[src/rtl/pixel_to_complex_pkg.sv]
// Shared constants for the frequency-domain filter chain.
// Image geometry, float32 field layout and complex sample layout are
// reused by the later stages (multiplier, IFFT wrapper).
package pixel_to_complex_pkg;

    localparam int IMG_W           = 128;
    localparam int IMG_H           = 128;
    localparam int PIX_PER_BEAT    = 8;
    localparam int PIX_W           = 8;
    localparam int AXIS_DW         = 64;
    localparam int FRAME_SAMPLES   = IMG_W * IMG_H;
    localparam int BEATS_PER_FRAME = FRAME_SAMPLES / PIX_PER_BEAT;

    // float32 fields
    localparam int FP32_SIGN_BIT = 31;
    localparam int FP32_EXP_MSB  = 30;
    localparam int FP32_EXP_LSB  = 23;
    localparam int FP32_EXP_W    = 8;
    localparam int FP32_MANT_W   = 23;
    localparam int FP32_EXP_BIAS = 127;
    localparam logic [31:0] FP32_ZERO = 32'h0000_0000;

    // Complex sample: real in the upper word, imag in the lower word
    localparam int REAL_MSB = 63;
    localparam int REAL_LSB = 32;
    localparam int IMAG_MSB = 31;
    localparam int IMAG_LSB = 0;

    typedef logic [31:0] fp32_t;

    typedef struct packed {
        fp32_t re;
        fp32_t im;
    } cplx_t;

endpackage

[src/rtl/pixel_to_complex_if.sv]
// Stream bundle (valid/ready/data/last) used on both sides of the stage.
interface pixel_to_complex_if import pixel_to_complex_pkg::*; ();

    logic               tvalid;
    logic               tready;
    logic [AXIS_DW-1:0] tdata;
    logic               tlast;

    modport master (output tvalid, output tdata, output tlast, input tready);
    modport slave  (input tvalid, input tdata, input tlast, output tready);

endinterface

[src/rtl/pixel_to_complex_u8_to_fp32.sv]
// Exact unsigned 8-bit integer to float32 conversion.
// Every u8 fits in the 24-bit significand, so no rounding is ever needed.
module u8_to_fp32 import pixel_to_complex_pkg::*; (
    input  logic [PIX_W-1:0] i_pix,
    output logic [31:0]      o_fp
);

    logic [2:0]  w_msb;
    logic [23:0] w_norm;

    // Priority encoder: index of the highest set bit
    always_comb begin
        w_msb = '0;
        for (int i = 0; i < PIX_W; i++) begin
            if (i_pix[i]) w_msb = 3'(i);
        end
    end

    // Normalise so the leading one sits at bit 23 (hidden bit), then pack
    always_comb begin
        w_norm = {16'b0, i_pix} << (5'd23 - {2'b0, w_msb});
        if (i_pix == '0)
            o_fp = FP32_ZERO;
        else
            o_fp = {1'b0, 8'(FP32_EXP_BIAS) + {5'b0, w_msb}, w_norm[FP32_MANT_W-1:0]};
    end

endmodule

[src/rtl/pixel_to_complex.sv]
// Pixel unpacker: 8 packed u8 pixels per beat in, one {real, imag} float32
// complex sample per cycle out, with frame-end tlast generation.
// Optional build macro CENTER_SHIFT_EN negates the real part on odd
// (row+col) to move DC to the image centre.
module pixel_to_complex import pixel_to_complex_pkg::*; #(
    parameter int IMG_W        = pixel_to_complex_pkg::IMG_W,
    parameter int IMG_H        = pixel_to_complex_pkg::IMG_H,
    parameter int PIX_PER_BEAT = pixel_to_complex_pkg::PIX_PER_BEAT
) (
    input  logic                      aclk,
    input  logic                      aresetn,
    pixel_to_complex_if.slave         s_axis,
    pixel_to_complex_if.master        m_axis,
    output logic                      frame_err
);

    localparam int SCW = $clog2(IMG_W * IMG_H);
    localparam int BCW = $clog2(IMG_W * IMG_H / PIX_PER_BEAT);
    localparam int LW  = $clog2(PIX_PER_BEAT);
    localparam logic [SCW-1:0] LAST_SAMPLE = SCW'(IMG_W * IMG_H - 1);
    localparam logic [BCW-1:0] LAST_BEAT   = BCW'(IMG_W * IMG_H / PIX_PER_BEAT - 1);
    localparam logic [LW-1:0]  LAST_LANE   = LW'(PIX_PER_BEAT - 1);

    logic [AXIS_DW-1:0] r_buf;
    logic               r_buf_valid;
    logic               r_buf_last;
    logic [LW-1:0]      r_lane;
    logic [SCW-1:0]     r_sample_cnt;
    logic [BCW-1:0]     r_beat_cnt;
    logic               r_out_valid;
    logic               r_out_last;
    cplx_t              r_out_data;
    logic               r_frame_err;

    logic               w_out_load;
    logic               w_beat_done;
    logic               w_s_hs;
    logic [PIX_W-1:0]   w_pix;
    logic [31:0]        w_fp;
    logic               w_sign;
    logic [31:0]        w_real;

    // The buffer frees in the same cycle its last lane moves to the output,
    // so a waiting beat loads back-to-back with no bubble.
    assign w_out_load  = r_buf_valid && (!r_out_valid || m_axis.tready);
    assign w_beat_done = w_out_load && (r_lane == LAST_LANE);
    assign s_axis.tready = !r_buf_valid || w_beat_done;
    assign w_s_hs      = s_axis.tvalid && s_axis.tready;

    assign w_pix = r_buf[PIX_W * r_lane +: PIX_W];

    u8_to_fp32 u_conv (
        .i_pix (w_pix),
        .o_fp  (w_fp)
    );

`ifdef CENTER_SHIFT_EN
    localparam int CW = $clog2(IMG_W);
    // (-1)^(row+col): row[0] is the bit just above the column field
    assign w_sign = (w_pix != '0) && (r_sample_cnt[CW] ^ r_sample_cnt[0]);
`else
    assign w_sign = 1'b0;
`endif
    assign w_real = w_fp | {w_sign, 31'b0};

    // Beat buffer: load on input handshake, release after lane 7 is taken
    always_ff @(posedge aclk) begin
        if (!aresetn) begin
            r_buf       <= '0;
            r_buf_valid <= 1'b0;
            r_buf_last  <= 1'b0;
        end else if (w_s_hs) begin
            r_buf       <= s_axis.tdata;
            r_buf_valid <= 1'b1;
            r_buf_last  <= s_axis.tlast;
        end else if (w_beat_done) begin
            r_buf_valid <= 1'b0;
        end
    end

    // Lane, sample and beat counters; an input tlast re-aligns the frame
    always_ff @(posedge aclk) begin
        if (!aresetn) begin
            r_lane       <= '0;
            r_sample_cnt <= '0;
            r_beat_cnt   <= '0;
        end else if (w_out_load) begin
            r_lane <= r_lane + 1'b1;
            if (w_beat_done && r_buf_last) begin
                r_sample_cnt <= '0;
                r_beat_cnt   <= '0;
            end else begin
                r_sample_cnt <= r_sample_cnt + 1'b1;
                if (w_beat_done) r_beat_cnt <= r_beat_cnt + 1'b1;
            end
        end
    end

    // Sticky framing error: input tlast and the beat count disagree
    always_ff @(posedge aclk) begin
        if (!aresetn)
            r_frame_err <= 1'b0;
        else if (w_beat_done && (r_buf_last != (r_beat_cnt == LAST_BEAT)))
            r_frame_err <= 1'b1;
    end

    // Output register: held while the consumer stalls
    always_ff @(posedge aclk) begin
        if (!aresetn) begin
            r_out_valid <= 1'b0;
            r_out_data  <= '0;
            r_out_last  <= 1'b0;
        end else if (w_out_load) begin
            r_out_valid <= 1'b1;
            r_out_data  <= '{re: w_real, im: FP32_ZERO};
            r_out_last  <= (r_sample_cnt == LAST_SAMPLE) || (w_beat_done && r_buf_last);
        end else if (m_axis.tready) begin
            r_out_valid <= 1'b0;
        end
    end

    assign m_axis.tvalid = r_out_valid;
    assign m_axis.tdata  = r_out_data;
    assign m_axis.tlast  = r_out_last;
    assign frame_err     = r_frame_err;

endmodule

[src/flat_wrapper.sv]
// flat-port wrapper written by rule: the top's interface ports become plain ports
module pixel_to_complex_flat import pixel_to_complex_pkg::*;
#(
    parameter int IMG_W        = pixel_to_complex_pkg::IMG_W,
    parameter int IMG_H        = pixel_to_complex_pkg::IMG_H,
    parameter int PIX_PER_BEAT = pixel_to_complex_pkg::PIX_PER_BEAT
)
  (aclk, aresetn, frame_err, s_axis_tvalid, s_axis_tdata, s_axis_tlast, s_axis_tready, m_axis_tvalid, m_axis_tdata, m_axis_tlast, m_axis_tready);
  pixel_to_complex_if s_axis_i ();
  pixel_to_complex_if m_axis_i ();
  input  logic aclk;
  input  logic aresetn;
  output logic frame_err;
  input wire logic [$bits(s_axis_i.tvalid)-1:0] s_axis_tvalid;
  input wire logic [$bits(s_axis_i.tdata)-1:0] s_axis_tdata;
  input wire logic [$bits(s_axis_i.tlast)-1:0] s_axis_tlast;
  output wire logic [$bits(s_axis_i.tready)-1:0] s_axis_tready;
  output wire logic [$bits(m_axis_i.tvalid)-1:0] m_axis_tvalid;
  output wire logic [$bits(m_axis_i.tdata)-1:0] m_axis_tdata;
  output wire logic [$bits(m_axis_i.tlast)-1:0] m_axis_tlast;
  input wire logic [$bits(m_axis_i.tready)-1:0] m_axis_tready;
  assign s_axis_i.tvalid = s_axis_tvalid;
  assign s_axis_i.tdata = s_axis_tdata;
  assign s_axis_i.tlast = s_axis_tlast;
  assign s_axis_tready = s_axis_i.tready;
  assign m_axis_tvalid = m_axis_i.tvalid;
  assign m_axis_tdata = m_axis_i.tdata;
  assign m_axis_tlast = m_axis_i.tlast;
  assign m_axis_i.tready = m_axis_tready;
  pixel_to_complex #(.IMG_W(IMG_W), .IMG_H(IMG_H), .PIX_PER_BEAT(PIX_PER_BEAT)) u_core (.aclk(aclk), .aresetn(aresetn), .s_axis(s_axis_i), .m_axis(m_axis_i), .frame_err(frame_err));
endmodule
[config.mk]
export PLATFORM = sky130hd
export DESIGN_NAME = pixel_to_complex_flat
export DESIGN_NICKNAME = d
export VERILOG_FILES = /design/src/rtl/pixel_to_complex_pkg.sv /design/src/rtl/pixel_to_complex_if.sv /design/src/rtl/pixel_to_complex_u8_to_fp32.sv /design/src/rtl/pixel_to_complex.sv /design/src/flat_wrapper.sv
export SDC_FILE = /design/constraint.sdc
export NUM_CORES = 1
export LEC_CHECK = 0
export CAP_MARGIN = 15
export CORE_UTILIZATION = 25
export CTS_BUF_LIST = sky130_fd_sc_hd__clkbuf_8
export DETAILED_ROUTE_END_ITERATION = 7
export DONT_BUFFER_PORTS = 1
export PLACE_DENSITY = 0.42
export SYNTH_ARGS = -nofsm -noshare
export SYNTH_HDL_FRONTEND = slang
export SYNTH_SLANG_ARGS = --single-unit
export TNS_END_PERCENT = 1
[constraint.sdc]
create_clock -name aclk -period 3.4 [get_ports aclk]
set_input_delay 0.34 -clock aclk [delete_from_list [all_inputs] [get_ports aclk]]
set_output_delay 0.34 -clock aclk [all_outputs]
set_load 0.02 [all_outputs]
== After elaboration in Yosys (flattened, before gate mapping) ==
Index checks and enable logic that the tools add are counted.
Cells by class
  reductions and logical operators: 15
  eq/ne operators: 4
  add/sub/neg operators: 5
  mux-type cells: 15
  shifts and indexed selects: 2
Operators with widths (count)
  $shiftx A64 B7 Y8: 1
  $mux W31: 1
  $shl A8 B5 Y23: 1
  $mux W11: 2
  $mux W3: 6
  $add A14 B1 Y14 const B: 1
  $eq A14 B14 Y1 const B: 1
  $mux W14: 1
  $add A11 B1 Y11 const B: 1
  $eq A11 B11 Y1 const B: 1
  $add A7 B3 Y8 const A: 1
  $logic_not A8 Y1: 1
  $reduce_bool A2 Y1: 3
  $logic_and A1 B1 Y1: 5
  $mux W1: 5
  $sub A5 B3 Y5 const A: 1
  $add A3 B1 Y3 const B: 1
  $eq A3 B3 Y1 const B: 1
  $logic_or A1 B1 Y1: 3
  $logic_not A1 Y1: 2
  $reduce_and A2 Y1: 1
  $ne A1 B1 Y1: 1
Word-level totals
  input port bits: 69
  output and inout bits: 68
  register bits after elaboration: 129

== Longest topological paths before layout ==
  word-level depth: 11
  gate-level depth with buffers: 13

== Hierarchy ==
A second synthesis with hierarchy kept.
Second synthesis, totals
  cell total of the unflattened synthesis: 748
  area total of the unflattened synthesis: 6296.0 um^2
By module, submodules not included
  pixel_to_complex: sequential area each 2582.5 um^2, instances 1, cells each 671, area an instance 5776.8 um^2
  u8_to_fp32: sequential area each 0.0 um^2, instances 1, cells each 77, area an instance 519.2 um^2

== Least setup slack after synthesis ==
No wires, ideal clock.
  path kind: register -> register
  from: register u_core.r_lane[0]
  to: register u_core.r_out_data, in the netlist u_core.m_axis.tdata[57]
  setup time: 128 ps
  stages on the path, launching flop included: 12
  slack: 797 ps
  data required time: 3272 ps
  path buffers: 1
  arrival: 2475 ps
  cell sequence: dfxtp_1 > buf_6 > mux4_1 > mux2_4 > nor3_2 > o21a_4 > inv_6 > ha_1 > ha_1 > inv_1 > a22oi_1 > nor2_1
On the way
  cells in the longest elaborated chain, start to end: 10
  elaborated cells between the ends (all ways): 11
RTL lines
  start: declaration: line pixel_to_complex.sv:27  | logic [LW-1:0] r_lane;
  start signal: assignment: line pixel_to_complex.sv:88  | r_lane <= r_lane + 1'b1;
  $shiftx A64 B7 Y8 *: line pixel_to_complex.sv:50  | assign w_pix = r_buf[PIX_W * r_lane +: PIX_W];
  $mux W1: line pixel_to_complex_u8_to_fp32.sv:15  | if (i_pix[i]) w_msb = 3'(i);
  $mux W3 (6 in a row): line pixel_to_complex_u8_to_fp32.sv:15
  $add A7 B3 Y8: line pixel_to_complex_u8_to_fp32.sv:25  | o_fp = {1'b0, 8'(FP32_EXP_BIAS) + {5'b0, w_msb}, w_norm[FP32_MANT_W-1:0]};
  $mux W31 *: line pixel_to_complex_u8_to_fp32.sv:22  | if (i_pix == '0)
  end signal: assignment: line pixel_to_complex.sv:115  | r_out_data <= '{re: w_real, im: FP32_ZERO};
  end: declaration: line pixel_to_complex.sv:32  | cplx_t r_out_data;
Every way passes the cells marked *; elsewhere a longest branch is shown, timed or not.
A chain may end at the register's enable or synchronous reset.

== Worst setup path in the final report ==
Same ends and word-level chain as after synthesis.

==> reports/results.txt <==
Run status: finished clean
FP Rows: 53
Accumulated negative setup slack: 0 ns
Hold Vio Cnt, Final: 0
Post-CTS setup buffer count: 0
Top-Level Pins: 137
Peak supply drop: 0.1885 mV
Count of different cell masters after synthesis: 56
Routed via count divided by cell count: 4.511
Path depth of the worst reg2reg path: 11
Die area: 22,050 um^2
Layout cell share with drive strength beyond 1: 9.493%
Post-cts gate resize count: 0
Total Power Consumption: 2678 uW
Final critical delay including setup and external delays: 2.912 ns
Final routed wirelength across all metal layers: 13,050 um
Clock latency on the worst-skew pair: 0.41 ns
Setup crit start kind: register
Number of setup violations in the final report: 0
Placeable core area: 21,020 um^2
Initial core utilization: 25.52%
H-tree levels: 3
Post-layout nets: 681
Number of buffers created by CTS: 9
Crit Path Class: reg2reg
Total number of yosys warnings: 0
Power density over the cells: 475.2 nW/um^2
# placed instances: 870
Sequential element share of the synthesized area: 41.04%
Share of flip-flops with an asynchronous set or reset: 0%
Antenna violations before repair: 0
Number of remaining DRC errors: 0
Power share of the clock group: 30.9%
TritonCTS clock tree: done
Hold buffer count at cts: 0
Worst-case clock skew: 0.02575 ns
Maximum clock rate: 343.5 MHz
Endpoint type of the worst setup path: register
Sequential fraction of design power: 52.7%
Post-Syn Instances: 625
Final design utilization: 26.80%
Crit path required time: 3.67 ns
Pins Over Slew Limit: 0
Maximum number of pins on one net before global-route repair: 66
Mapped cell area: 5365 um^2
Critical path capture point: u_core.m_axis.tdata[57]$_SDFFE_PN0P_
Switching power total: 874.1 uW
Length of the first detailed-routing pass in iterations: 4
First element of the critical path: u_core.r_lane[0]$_SDFFE_PN0P_
Cell at the root of the clock tree: sky130_fd_sc_hd__clkbuf_8
Worst-path maximum fanout: 14
Clock sink count: 110
Weighted congestion reported at the end of routability-driven placement: 0.8605
Setup repair after global routing missed its margin: no
Die height: 148.5 um
Number of synthesized register bits: 110
Critical register-to-register path endpoint: u_core.m_axis.tdata[57]$_SDFFE_PN0P_
Total number of vias: 3,997
Maximum clock insertion buffer count: 2
Most instantiated flip-flop cell in the synthesis netlist: sky130_fd_sc_hd__dfxtp_1
Max-cap violations: 0
Number of enable flip-flop cells after synthesis: 0
First-pass GRT wire length: 20,640 um
Clock input transition at the sequential cells of the worst setup and hold paths: 0.13 ns
Final period util: 85.64%
Routed length per placed instance: 14.73 um
Leakage power: 0.002068 uW
Worst-case headroom to the max-slew limit: 56.03%
Comb power frac: 16.3%
Synthesis-to-finish area growth: 5.014%
Diodes inserted: 0
Critical Path AT: 3.18 ns
Finished Layout Cells: 886
Die outline width: 148.5 um
Worst setup slack for register-to-register paths: 0.49 ns
Vias in the first global route: 3,803
Port Buf Inserts: 0
Internal Power: 1803 uW
Fraction of power spent switching nets: 32.65%
Aggregate global routing overflow: 0
Hpwl dp: 9723 um
Worst reg2reg startpoint: u_core.r_lane[0]$_SDFFE_PN0P_
Least-Margin Pin Slew: 0.6595 ns
Overall Global Routing Usage: 12.15%
Final antenna-violating net count: 0
Type of the tightest min-delay check: in2reg
First DRT Iteration DRCs: 224
Post-Synthesis Mean Instance Area: 8.584 um^2
power groups by stage:
stage	Combinational, uW	Clock, uW	Sequential (uW)
final	437	828	1410
after global routing	488	915	1420
after CTS	443	873	1410
after detailed placement	442	0	1440
after global placement	438	0	1440
after floorplan	414	0	1420
per-layer routing:
layer	part of all wire, %	GRT usage [%]	wire length (um)	vias to the layer above
met5	0	0	0	-
li1	-	-	-	2002
met4	1.4	4.072	187	0
met1	45	15.14	5818	1875
met3	6.4	4.172	831	14
met2	48	19.49	6210	106
cell type report:
class / count / area, um^2
Clock buffer: 9 / 123.9
Clock inverter: 7 / 82.58
Fill cell: 2279 / 15390
Inverter: 8 / 35.03
Multi-Input combinational cell: 467 / 2759
Sequential cell: 110 / 2202
Tap cell: 275 / 344.1
Timing Repair Buffer: 10 / 87.58
synth_stat cells, types with 3 or more instances:
| cell type | n | area share, % |
|---|---|---|
| sky130_fd_sc_hd__a21oi_1 | 82 | 7.6 |
| sky130_fd_sc_hd__a22oi_1 | 7 | 0.98 |
| sky130_fd_sc_hd__and2_1 | 5 | 0.58 |
| sky130_fd_sc_hd__and3_1 | 4 | 0.47 |
| sky130_fd_sc_hd__buf_4 | 52 | 7.3 |
| sky130_fd_sc_hd__clkbuf_1 | 30 | 2.1 |
| sky130_fd_sc_hd__dfxtp_1 | 110 | 41 |
| sky130_fd_sc_hd__ha_1 | 6 | 1.4 |
| sky130_fd_sc_hd__inv_1 | 7 | 0.49 |
| sky130_fd_sc_hd__mux2_2 | 4 | 0.84 |
| sky130_fd_sc_hd__mux2i_2 | 4 | 1.0 |
| sky130_fd_sc_hd__mux4_1 | 9 | 4.4 |
| sky130_fd_sc_hd__mux4_2 | 7 | 2.9 |
| sky130_fd_sc_hd__nand2_1 | 154 | 11 |
| sky130_fd_sc_hd__nand3_1 | 10 | 0.93 |
| sky130_fd_sc_hd__nand4_1 | 13 | 1.5 |
| sky130_fd_sc_hd__nor2_1 | 41 | 2.9 |
| sky130_fd_sc_hd__nor3_1 | 6 | 0.56 |
| sky130_fd_sc_hd__o211ai_1 | 3 | 0.42 |
| sky130_fd_sc_hd__o21ai_0 | 7 | 0.65 |
| sky130_fd_sc_hd__xnor2_1 | 5 | 0.82 |
| sky130_fd_sc_hd__xor2_1 | 17 | 2.8 |
cell families (layout without fill, tap and decap cells):
family / Yosys count / in the layout / share of synthesized area (%)
AO/OA/AOI/OAI: 120 / 120 / 13.60
XOR/XNOR: 22 / 22 / 3.591
adder cells (fa/ha/maj): 6 / 6 / 1.399
buffers and inverters: 96 / 34 / 10.96
flip-flops: 110 / 110 / 41.04
multiplexers: 29 / 29 / 10.56
other: 1 / 49 / 0.06990
AND/OR/NAND/NOR: 241 / 241 / 18.77
flip-flops by register name (all words and copies together) (netlist names):
name	count
u_core.r_lane	3
u_core.r_beat_cnt	11
u_core.r_buf_valid	1
u_core.r_sample_cnt	14
u_core.m_axis.tlast	1
u_core.m_axis.tvalid	1
u_core.frame_err	1
u_core.m_axis.tdata	13
u_core.r_buf_last	1
u_core.r_buf	64
metrics by stage:
stage | instance area (um^2) | hold slack [ns] | setup WS [ns]
after global placement | 5428 | 0.4403 | 0.5239
after global routing | 5634 | 0.02268 | 0.2762
after floorplan | 5545 | 0.4315 | 0.7970
final | 5634 | 0.03991 | 0.4884
after detailed placement | 5428 | 0.4454 | 0.4952
after CTS | 5634 | 0.01351 | 0.4659
worst min-delay path by stage:
stage                                        from                       endpoint  depth (start not counted)
floorplan           u_core.r_buf[10]$_SDFFE_PN0P_  u_core.r_buf[10]$_SDFFE_PN0P_                          2
global placement    u_core.r_buf[24]$_SDFFE_PN0P_  u_core.r_buf[24]$_SDFFE_PN0P_                          2
detailed placement  u_core.r_buf[24]$_SDFFE_PN0P_  u_core.r_buf[24]$_SDFFE_PN0P_                          2
CTS                              s_axis_tdata[13]  u_core.r_buf[13]$_SDFFE_PN0P_                          2
global route                     s_axis_tdata[13]  u_core.r_buf[13]$_SDFFE_PN0P_                          2
finish                           s_axis_tdata[13]  u_core.r_buf[13]$_SDFFE_PN0P_                          2
critical path: stages (launching register included):
cell and delay (ns):
sky130_fd_sc_hd__dfxtp_1 0.35, sky130_fd_sc_hd__buf_4 0.26, sky130_fd_sc_hd__mux4_1 0.62, sky130_fd_sc_hd__mux2_4 0.32, sky130_fd_sc_hd__nor3_2 0.29, sky130_fd_sc_hd__o21a_4 0.22, sky130_fd_sc_hd__inv_6 0.05, sky130_fd_sc_hd__ha_1 0.17
sky130_fd_sc_hd__ha_1 0.27, sky130_fd_sc_hd__inv_1 0.03, sky130_fd_sc_hd__a22oi_1 0.14, sky130_fd_sc_hd__nor2_1 0.06
layout by cell type, fill, tap and decap left out, types with 5 or more instances in the layout:
master	netlist	final
sky130_fd_sc_hd__a21oi_1	82	82
sky130_fd_sc_hd__a22oi_1	7	7
sky130_fd_sc_hd__buf_4	52	9
sky130_fd_sc_hd__clkbuf_8	0	9
sky130_fd_sc_hd__conb_1	1	49
sky130_fd_sc_hd__dfxtp_1	110	110
sky130_fd_sc_hd__ha_1	6	6
sky130_fd_sc_hd__inv_1	7	6
sky130_fd_sc_hd__mux4_1	9	9
sky130_fd_sc_hd__mux4_2	7	7
sky130_fd_sc_hd__nand2_1	154	153
sky130_fd_sc_hd__nand3_1	10	10
sky130_fd_sc_hd__nand4_1	13	13
sky130_fd_sc_hd__nor2_1	41	41
sky130_fd_sc_hd__nor3_1	6	6
sky130_fd_sc_hd__o21ai_0	7	7
sky130_fd_sc_hd__xnor2_1	5	5
sky130_fd_sc_hd__xor2_1	17	17
(Power assumes the default switching activity.)
